`src/rtl/fsm_seq_pkg.sv`:
```
// rtl/fsm_seq_pkg.sv - shared codes, state/mode encodings and path tables for the sequence driver
package fsm_seq_pkg;

   // Peer FSM codes as reported on {o1,o2,err}
   localparam logic [2:0] CODE_IDLE = 3'b000;
   localparam logic [2:0] CODE_S1   = 3'b100;
   localparam logic [2:0] CODE_S2   = 3'b010;
   localparam logic [2:0] CODE_ERR  = 3'b111;

   typedef enum logic [2:0] {
      ST_IDLE,
      ST_STEP,
      ST_WAIT,
      ST_RECOVER,
      ST_DONE
   } state_t;

   typedef enum logic [1:0] {
      MODE_FULL_LOOP  = 2'd0,
      MODE_ERR_BOUNCE = 2'd1,
      MODE_S1_ERR     = 2'd2,
      MODE_S2_ERR     = 2'd3
   } mode_t;

   // Number of steps in each predefined path
   function automatic logic [2:0] path_len(input mode_t m);
      case (m)
         MODE_FULL_LOOP:  path_len = 3'd3;
         MODE_ERR_BOUNCE: path_len = 3'd2;
         MODE_S1_ERR:     path_len = 3'd3;
         MODE_S2_ERR:     path_len = 3'd4;
         default:         path_len = 3'd1;
      endcase
   endfunction

   // Vector that walks the peer one state closer to IDLE from the observed code
   function automatic logic [1:0] recover_vec(input logic [2:0] code);
      case (code)
         CODE_S1: recover_vec = 2'b01;
         CODE_S2: recover_vec = 2'b10;
         default: recover_vec = 2'b00;
      endcase
   endfunction

endpackage

```
`src/rtl/fsm_seq_driver_if.sv`:
```
// rtl/fsm_seq_driver_if.sv - handshake between the sequence driver and the peer FSM
interface fsm_seq_driver_if;
   logic i1;
   logic i2;
   logic o1;
   logic o2;
   logic err;

   modport master (output i1, output i2, input o1, input o2, input err);
   modport slave  (input i1, input i2, output o1, output o2, output err);
endinterface

```
`src/rtl/fsm_seq_step_rom.sv`:
```
// rtl/fsm_seq_step_rom.sv - (mode, step) to step vector, expected code, stay vector and last flag
module fsm_seq_step_rom
   import fsm_seq_pkg::*;
(
   input  mode_t      mode,
   input  logic [1:0] step,
   output logic [1:0] step_vec,
   output logic [2:0] exp_code,
   output logic [1:0] stay_vec,
   output logic       last
);

   // Path table lookup plus the vector that holds the peer in its expected state
   always_comb begin
      step_vec = 2'b00;
      exp_code = CODE_IDLE;
      case (mode)
         MODE_FULL_LOOP: begin
            case (step)
               2'd0:    begin step_vec = 2'b11; exp_code = CODE_S1;   end
               2'd1:    begin step_vec = 2'b11; exp_code = CODE_S2;   end
               default: begin step_vec = 2'b10; exp_code = CODE_IDLE; end
            endcase
         end
         MODE_ERR_BOUNCE: begin
            case (step)
               2'd0:    begin step_vec = 2'b10; exp_code = CODE_ERR;  end
               default: begin step_vec = 2'b00; exp_code = CODE_IDLE; end
            endcase
         end
         MODE_S1_ERR: begin
            case (step)
               2'd0:    begin step_vec = 2'b11; exp_code = CODE_S1;   end
               2'd1:    begin step_vec = 2'b01; exp_code = CODE_ERR;  end
               default: begin step_vec = 2'b00; exp_code = CODE_IDLE; end
            endcase
         end
         default: begin
            case (step)
               2'd0:    begin step_vec = 2'b11; exp_code = CODE_S1;   end
               2'd1:    begin step_vec = 2'b11; exp_code = CODE_S2;   end
               2'd2:    begin step_vec = 2'b00; exp_code = CODE_ERR;  end
               default: begin step_vec = 2'b00; exp_code = CODE_IDLE; end
            endcase
         end
      endcase

      case (exp_code)
         CODE_S2:  stay_vec = 2'b01;
         CODE_ERR: stay_vec = 2'b10;
         default:  stay_vec = 2'b00;
      endcase

      last = ({1'b0, step} == (path_len(mode) - 3'd1));
   end

endmodule

```
`src/rtl/fsm_seq_driver.sv`:
```
// rtl/fsm_seq_driver.sv - stimulus driver and checker for the i1/i2 handshake FSM; FSM_SEQ_DRIVER_STATS_EN adds run counters
module fsm_seq_driver
   import fsm_seq_pkg::*;
#(
   parameter int DWELL       = 1,
   parameter int RECOVER_MAX = 8
) (
   input  logic       clk,
   input  logic       rst,
   input  logic       start,
   input  logic [1:0] mode,
   fsm_seq_driver_if.master peer,
   output logic       busy,
   output logic       done,
   output logic       pass,
   output logic [1:0] fail_step,
   output logic [2:0] fail_code,
   output logic       abort
`ifdef FSM_SEQ_DRIVER_STATS_EN
   ,
   output logic [15:0] run_cnt,
   output logic [15:0] pass_cnt,
   output logic [15:0] abort_cnt
`endif
);

   localparam logic [7:0] DWELL_LAST = 8'(DWELL - 1);
   localparam logic [7:0] REC_LAST   = 8'(RECOVER_MAX - 1);

   state_t     state_q, state_d;
   mode_t      mode_q, mode_d;
   logic [1:0] step_q, step_d;
   logic [7:0] dwell_q, dwell_d;
   logic [7:0] rec_q, rec_d;
   logic [2:0] exp_q, exp_d;
   logic       last_q, last_d;
   logic [1:0] i_q, i_d;
   logic       busy_q, busy_d;
   logic       done_q, done_d;
   logic       pass_q, pass_d;
   logic [1:0] fail_step_q, fail_step_d;
   logic [2:0] fail_code_q, fail_code_d;
   logic       abort_q, abort_d;

   logic [2:0] obs;
   logic [1:0] rom_step_vec;
   logic [2:0] rom_exp;
   logic [1:0] rom_stay_vec;
   logic       rom_last;

   assign obs = {peer.o1, peer.o2, peer.err};

   // Looked up for the step the FSM is about to enter, so outputs stay registered
   fsm_seq_step_rom u_rom (
      .mode     (mode_d),
      .step     (step_d),
      .step_vec (rom_step_vec),
      .exp_code (rom_exp),
      .stay_vec (rom_stay_vec),
      .last     (rom_last)
   );

   // Next-state and next-output computation for the step/compare/recover sequence
   always_comb begin
      state_d     = state_q;
      mode_d      = mode_q;
      step_d      = step_q;
      dwell_d     = dwell_q;
      rec_d       = rec_q;
      exp_d       = exp_q;
      last_d      = last_q;
      pass_d      = pass_q;
      fail_step_d = fail_step_q;
      fail_code_d = fail_code_q;
      abort_d     = abort_q;
      i_d         = 2'b00;

      case (state_q)
         ST_IDLE: begin
            if (start) begin
               mode_d      = mode_t'(mode);
               step_d      = 2'd0;
               pass_d      = 1'b0;
               fail_step_d = 2'd0;
               fail_code_d = CODE_IDLE;
               abort_d     = 1'b0;
               state_d     = ST_STEP;
            end
         end
         ST_STEP: begin
            dwell_d = 8'd0;
            state_d = ST_WAIT;
         end
         ST_WAIT: begin
            if (dwell_q == DWELL_LAST) begin
               if (obs == exp_q) begin
                  if (last_q) begin
                     pass_d  = 1'b1;
                     state_d = ST_DONE;
                  end else begin
                     step_d  = step_q + 2'd1;
                     state_d = ST_STEP;
                  end
               end else begin
                  fail_step_d = step_q;
                  fail_code_d = obs;
                  pass_d      = 1'b0;
                  rec_d       = 8'd0;
                  state_d     = ST_RECOVER;
               end
            end else begin
               dwell_d = dwell_q + 8'd1;
            end
         end
         ST_RECOVER: begin
            if (obs == CODE_IDLE) begin
               state_d = ST_DONE;
            end else if (rec_q == REC_LAST) begin
               abort_d = 1'b1;
               state_d = ST_DONE;
            end else begin
               rec_d = rec_q + 8'd1;
            end
         end
         ST_DONE: state_d = ST_IDLE;
         default: state_d = ST_IDLE;
      endcase

      case (state_d)
         ST_STEP:    i_d = rom_step_vec;
         ST_WAIT:    i_d = rom_stay_vec;
         ST_RECOVER: i_d = recover_vec(obs);
         default:    i_d = 2'b00;
      endcase

      if (state_d == ST_STEP) begin
         exp_d  = rom_exp;
         last_d = rom_last;
      end

      busy_d = (state_d == ST_STEP) || (state_d == ST_WAIT) || (state_d == ST_RECOVER);
      done_d = (state_d == ST_DONE);
   end

   // State and registered outputs; reset also kills any run without a done pulse
   always_ff @(posedge clk) begin
      if (!rst) begin
         state_q     <= ST_IDLE;
         mode_q      <= MODE_FULL_LOOP;
         step_q      <= 2'd0;
         dwell_q     <= 8'd0;
         rec_q       <= 8'd0;
         exp_q       <= CODE_IDLE;
         last_q      <= 1'b0;
         i_q         <= 2'b00;
         busy_q      <= 1'b0;
         done_q      <= 1'b0;
         pass_q      <= 1'b0;
         fail_step_q <= 2'd0;
         fail_code_q <= CODE_IDLE;
         abort_q     <= 1'b0;
      end else begin
         state_q     <= state_d;
         mode_q      <= mode_d;
         step_q      <= step_d;
         dwell_q     <= dwell_d;
         rec_q       <= rec_d;
         exp_q       <= exp_d;
         last_q      <= last_d;
         i_q         <= i_d;
         busy_q      <= busy_d;
         done_q      <= done_d;
         pass_q      <= pass_d;
         fail_step_q <= fail_step_d;
         fail_code_q <= fail_code_d;
         abort_q     <= abort_d;
      end
   end

   assign peer.i1   = i_q[1];
   assign peer.i2   = i_q[0];
   assign busy      = busy_q;
   assign done      = done_q;
   assign pass      = pass_q;
   assign fail_step = fail_step_q;
   assign fail_code = fail_code_q;
   assign abort     = abort_q;

`ifdef FSM_SEQ_DRIVER_STATS_EN
   logic [15:0] run_cnt_q, run_cnt_d;
   logic [15:0] pass_cnt_q, pass_cnt_d;
   logic [15:0] abort_cnt_q, abort_cnt_d;

   // Saturating counters bumped together with the done pulse
   always_comb begin
      run_cnt_d   = run_cnt_q;
      pass_cnt_d  = pass_cnt_q;
      abort_cnt_d = abort_cnt_q;
      if (done_d) begin
         if (run_cnt_q != 16'hFFFF)                run_cnt_d   = run_cnt_q + 16'd1;
         if (pass_d && (pass_cnt_q != 16'hFFFF))   pass_cnt_d  = pass_cnt_q + 16'd1;
         if (abort_d && (abort_cnt_q != 16'hFFFF)) abort_cnt_d = abort_cnt_q + 16'd1;
      end
   end

   // Counter registers
   always_ff @(posedge clk) begin
      if (!rst) begin
         run_cnt_q   <= 16'd0;
         pass_cnt_q  <= 16'd0;
         abort_cnt_q <= 16'd0;
      end else begin
         run_cnt_q   <= run_cnt_d;
         pass_cnt_q  <= pass_cnt_d;
         abort_cnt_q <= abort_cnt_d;
      end
   end

   assign run_cnt   = run_cnt_q;
   assign pass_cnt  = pass_cnt_q;
   assign abort_cnt = abort_cnt_q;
`endif

endmodule

```
`src/flat_wrapper.sv`:
```
// flat-port wrapper written by rule: the top's interface ports become plain ports
module fsm_seq_driver_flat import fsm_seq_pkg::*;
#(
   parameter int DWELL       = 1,
   parameter int RECOVER_MAX = 8
)
  (clk, rst, start, mode, busy, done, pass, fail_step, fail_code, abort, peer_i1, peer_i2, peer_o1, peer_o2, peer_err);
  fsm_seq_driver_if peer_i ();
  input  logic clk;
  input  logic rst;
  input  logic start;
  input  logic [1:0] mode;
  output logic busy;
  output logic done;
  output logic pass;
  output logic [1:0] fail_step;
  output logic [2:0] fail_code;
  output logic abort;
  output wire logic [$bits(peer_i.i1)-1:0] peer_i1;
  output wire logic [$bits(peer_i.i2)-1:0] peer_i2;
  input wire logic [$bits(peer_i.o1)-1:0] peer_o1;
  input wire logic [$bits(peer_i.o2)-1:0] peer_o2;
  input wire logic [$bits(peer_i.err)-1:0] peer_err;
  assign peer_i1 = peer_i.i1;
  assign peer_i2 = peer_i.i2;
  assign peer_i.o1 = peer_o1;
  assign peer_i.o2 = peer_o2;
  assign peer_i.err = peer_err;
  fsm_seq_driver #(.DWELL(DWELL), .RECOVER_MAX(RECOVER_MAX)) u_core (.clk(clk), .rst(rst), .start(start), .mode(mode), .peer(peer_i), .busy(busy), .done(done), .pass(pass), .fail_step(fail_step), .fail_code(fail_code), .abort(abort));
endmodule
```
`config.mk`:
```
export PLATFORM = sky130hd
export DESIGN_NAME = fsm_seq_driver_flat
export DESIGN_NICKNAME = d
export VERILOG_FILES = /design/src/rtl/fsm_seq_pkg.sv /design/src/rtl/fsm_seq_driver_if.sv /design/src/rtl/fsm_seq_step_rom.sv /design/src/rtl/fsm_seq_driver.sv /design/src/flat_wrapper.sv
export SDC_FILE = /design/constraint.sdc
export NUM_CORES = 1
export LEC_CHECK = 0
export BUFFER_PORTS_ARGS = -buffer_cell sky130_fd_sc_hd__buf_2
export CELL_PAD_IN_SITES_DETAIL_PLACEMENT = 1
export CELL_PAD_IN_SITES_GLOBAL_PLACEMENT = 2
export CORE_UTILIZATION = 25
export CTS_CLUSTER_SIZE = 40
export DETAILED_ROUTE_END_ITERATION = 10
export PLACE_DENSITY_LB_ADDON = 0.1
export SLEW_MARGIN = 10
export SYNTH_ARGS = -nofsm -noshare
export SYNTH_HDL_FRONTEND = slang
export SYNTH_SLANG_ARGS = --single-unit
```
`constraint.sdc`:
```
create_clock -name clk -period 4.4 [get_ports clk]
set_input_delay 0.44 -clock clk [delete_from_list [all_inputs] [get_ports clk]]
set_output_delay 0.44 -clock clk [all_outputs]
set_load 0.1 [all_outputs]
```
==> summary.md <==
| Metric | Value |
|---|---|
| Outcome | `complete, no violations` |
| Kind of critical path | `flop to flop` |
| Largest net degree at the start of global routing | `28` |
| Post-detailed-routing wire length | `5880 µm` |
| Slew Viols, Final | `0` |
| Clock tree from TritonCTS | `yes` |
| Data arrival at the endpoint of the critical path | `3.08 ns` |
| Ys async rst share | `0%` |
| Number of nets in the layout | `279` |
| Hold bufs inserted after CTS | `0` |
| Core Util, Final | `30.0%` |
| Average routed wire per standard cell | `15.9 µm` |
| Mapped Cells | `247` |
| Final HPWL from detailed placement | `roughly 4400 µm` |
| Number of storage elements in the synthesis netlist | `38` |
| Total negative slack for setup checks | `0 ns` |
| Global routing met3 resource utilization | `3.63%` |
| Worst reg2reg startpoint | `u_core.dwell_q[0]` |
| Vias per Instance | `just under 5` |
| Worst Hold Slack | `0.463 ns` |
| Final hold vios | `0` |
| Clock network latency to the later pin of the worst-skew pair | `~0.30 ns` |
| Number of cells traversed by the worst hold path | `2` |
| Number of max-cap violations | `0` |
| Grt ovf | `0` |
| Starting utilization of the core area | `26.3%` |
| Met2 usage in global routing | `22.3%` |
| Fin crit period | `2.85 ns` |
| Design Power | `~1.4 mW` |
| Number of distinct standard cells referenced by the synthesized netlist | `55` |
| Number of optimization iterations in the first detailed-route pass | `4` |
| IR drop worst, VDD | `0.000244 V` |
| Final Setup Violations | `0` |
| Critical path data required time | `4.63 ns` |
| Clock transition time at the flip-flop clock pins of the worst setup and hold paths | `approximately 0.08 ns` |
| Peak fanout along the critical path | `7` |
| Maximum frequency from static timing analysis | `roughly 350 MHz` |
| Number of levels the H-tree was split into | `2` |
| Sink count of the clock tree | `38` |
| Cell Pwr Density | `548 nW/µm²` |
| Destination of the worst hold path | `u_core.fail_code[0]` |
| Type of origin of the critical path | `flop` |
| Cell count of the worst reg-to-reg path | `12` |
| DRC viols | `0` |
| Most used routing layer in global routing | `met2` |
| Clock Path Buffers | `2` |
| Number of enable-type register cells in the synthesized netlist | `0` |
| Avg Inst Size Synth | `8.93 µm²` |
| Die span in y | `95.9 µm` |
| Pin slew with the least headroom to its limit | `0.914 ns` |
| Crit path max-delay cell type | `and3_1` |
| Share of the yosys chip area belonging to registers | `about a third` |
| Worst path top cell family by delay | `simple AND/OR/NAND/NOR gates` |
| Die Area | `around 9000 µm²` |
| Number of antenna cells inserted | `0` |
| Post-cts resize count | `0` |
| Area growth, synth to finish | `14.2%` |
| Share of the clock period used by the worst path after layout | `between 60% and 70%` |
| Routability-driven placement congestion ratio | `0.700` |
| Buffers added on ports | `18` |
| Proportion of layout cells with a drive suffix above 1 | `between 15 and 20%` |
| Slowest stage delay, CP | `0.37 ns` |
| GRT Overall Usage | `between 10% and 20%` |
| Antenna violations before repair | `0` |
| Total via count after detailed routing | `1,790` |
| I/O pin total | `19` |
| RSZ-0062 raised after global routing | `false` |
| Root cell of the clock tree | `clkbuf_8` |
| Post-detailed-route count of antenna-violating nets | `0` |
| Overall die width | `95.9 µm` |
| Setup slack of the most critical reg-to-reg path | `1.55 ns` |
| Critical Path, Cell by Cell | `inv_1, ha_1, nor4b_2, nand2_1, o211ai_1, and3_1, ha_1, inv_1, mux2i_1, o211ai_1, nand4bb_1, a21oi_1` |
| Post-synthesis instance area | `~2200 µm²` |
| Count of routing violations after the opening detailed-route iteration | `55` |
| Cts bufs inserted | `5` |
| Number of global-route vias before repair | `1,852` |
| Worst hold path class | `flop to flop` |
| Row cnt | `33` |
| Rel. slew slack | `38.4%` |
| Worst Path Buf+Inv | `2` |
| Mapped Nets | `262` |
| Main synth FF type | `dfxtp_1` |
| Setup repair bufs after CTS | `0` |
| End of the worst register-to-register path | `u_core.i_q[1]` |
| Leakage power | `0.965 nW` |
| Hold path startpoint | `u_core.fail_code[0]` |
| Number of stages on the worst setup path | `12` |
| Category of the worst setup path capture point | `flop` |
| Routing usage on met1 | `between 20% and 30%` |
| Warnings, synthesis | `0` |
| Global-route wire length before repair | `9840 µm` |
| Area of the placeable core | `8380 µm²` |
| Clock skew | `0.00549 ns` |
-- worst max-delay path by stage --
stage                                to         startpoint
after floorplan           u_core.i_q[1]            peer_o2
after detailed placement  u_core.i_q[1]            peer_o2
after CTS                 u_core.i_q[1]  u_core.dwell_q[0]
final                     u_core.i_q[1]  u_core.dwell_q[0]
after global routing      u_core.i_q[1]  u_core.dwell_q[0]
after global placement    u_core.i_q[1]            peer_o2
-- flip-flops by register name (all words and copies together), names as in the netlist --
register and cells:
u_core.fail_code 3, u_core.rec_q 8, u_core.dwell_q 8, u_core.busy 1
u_core.exp_q 3, u_core.abort 1, u_core.last_q 1, u_core.pass 1
u_core.i_q 2, u_core.state_q 3, u_core.fail_step 2, u_core.done 1
u_core.step_q 2, u_core.mode_q 2
-- worst reg2reg max path, stage by stage, from the launching register on --
cell and delay, ns:
dfxtp_1 0.35, inv_1 0.07, ha_1 0.16, nor4b_2 0.29, nand2_1 0.24, o211ai_1 0.22, and3_1 0.37, ha_1 0.27
inv_1 0.09, mux2i_1 0.19, o211ai_1 0.15, nand4bb_1 0.23, a21oi_1 0.16
-- layer usage --
| layer | wire, µm | share of wire [%] | vias to the layer above |
|---|---|---|---|
| li1 | - | - | 920 |
| met5 | 0 | 0 | - |
| met3 | 154 | 2.6 | 2 |
| met2 | 2500 | 43 | 23 |
| met4 | 30 | 0.51 | 0 |
| met1 | 3190 | 54 | 845 |
-- synth_stat cells, types with 2 or more instances --
master    instances  area share [%]
dfxtp_1          38              35
nand2_1          23             3.9
nor2_1           17             2.9
a21oi_1          13             3.0
o21ai_0          13             3.0
xor2_1           11             4.4
inv_1             9             1.5
mux2i_1           8             3.6
nor2b_1           8             2.3
nor3_1            8             1.8
ha_1              7             4.0
nand2b_1          6             1.7
nand4_1           6             1.7
a21boi_0          5             1.7
nand3_1           5             1.1
o21a_1            5             1.7
or3_1             5             1.4
and2_1            4             1.1
a31oi_1           3            0.85
and3_1            3            0.85
clkbuf_1          3            0.51
nor3b_1           3             1.0
o211ai_1          3             1.0
o21ai_1           3            0.68
or4_1             3             1.0
a22oi_1           2            0.68
a311oi_1          2            0.79
buf_6             2             1.0
nand3b_1          2            0.68
nor4b_4           2             2.2
-- cell usage in the layout (no fill, tap or decap), drive strengths merged, types with 2 or more instances in the layout --
master and n:
xor2 11, a31oi 3, bufinv 2, o22ai 3, nand2b 6, nand4 7, o31ai 3, nor3 9
nor4b 3, inv 9, a21oi 13, buf 18, o21a 5, nor2 17, a22oi 2, clkbuf 6
o211ai 3, nor3b 4, o21ai 16, dfxtp 38, and3 3, or4 3, a311oi 2, nor2b 8
a21boi 5, nand3b 2, nand3 6, nand2 23, or3 6, ha 7, and2 4, mux2i 8
-- report_power, final --
part           leakage (nW)  total, mW  internal [mW]  switching [mW]
sequential            0.308      0.442          0.388          0.0538
clock                0.0714      0.376          0.242           0.134
combinational         0.585      0.563          0.173           0.390
total                 0.965       1.38          0.803           0.578
-- logic make-up (layout without fill, tap and decap cells) --
group / after synthesis / count (layout) / synth area share, %
AOI/OAI and AO/OA: 59 / 59 / 19.5
xor gates and xnor gates: 12 / 12 / 4.77
adders and majority gates: 7 / 7 / 3.97
buffers and inverters: 17 / 35 / 3.80
DFF: 38 / 38 / 34.5
muxes: 9 / 9 / 4.14
and+or+nand+nor: 105 / 105 / 29.3
-- per-stage QoR --
step	instance area (µm²)	setup WS, ns	instances
final	2520	1.55	370
after global routing	2520	1.21	370
after CTS	2520	1.49	370
after detailed placement	2380	1.33	362
after global placement	2380	1.42	362
after floorplan	2200	1.92	247
-- final cells by class --
| type | instances | area (µm²) |
|---|---|---|
| inverters | 9 | 33.8 |
| repair buffers | 18 | 90.1 |
| clock inverters | 2 | 60.1 |
| fillers | 995 | 5860 |
| multi-input cells | 192 | 1360 |
| well taps | 105 | 131 |
| flip-flops and latches | 38 | 761 |
| clock buffers | 6 | 82.6 |
Power figures use the tool's default switching activity.
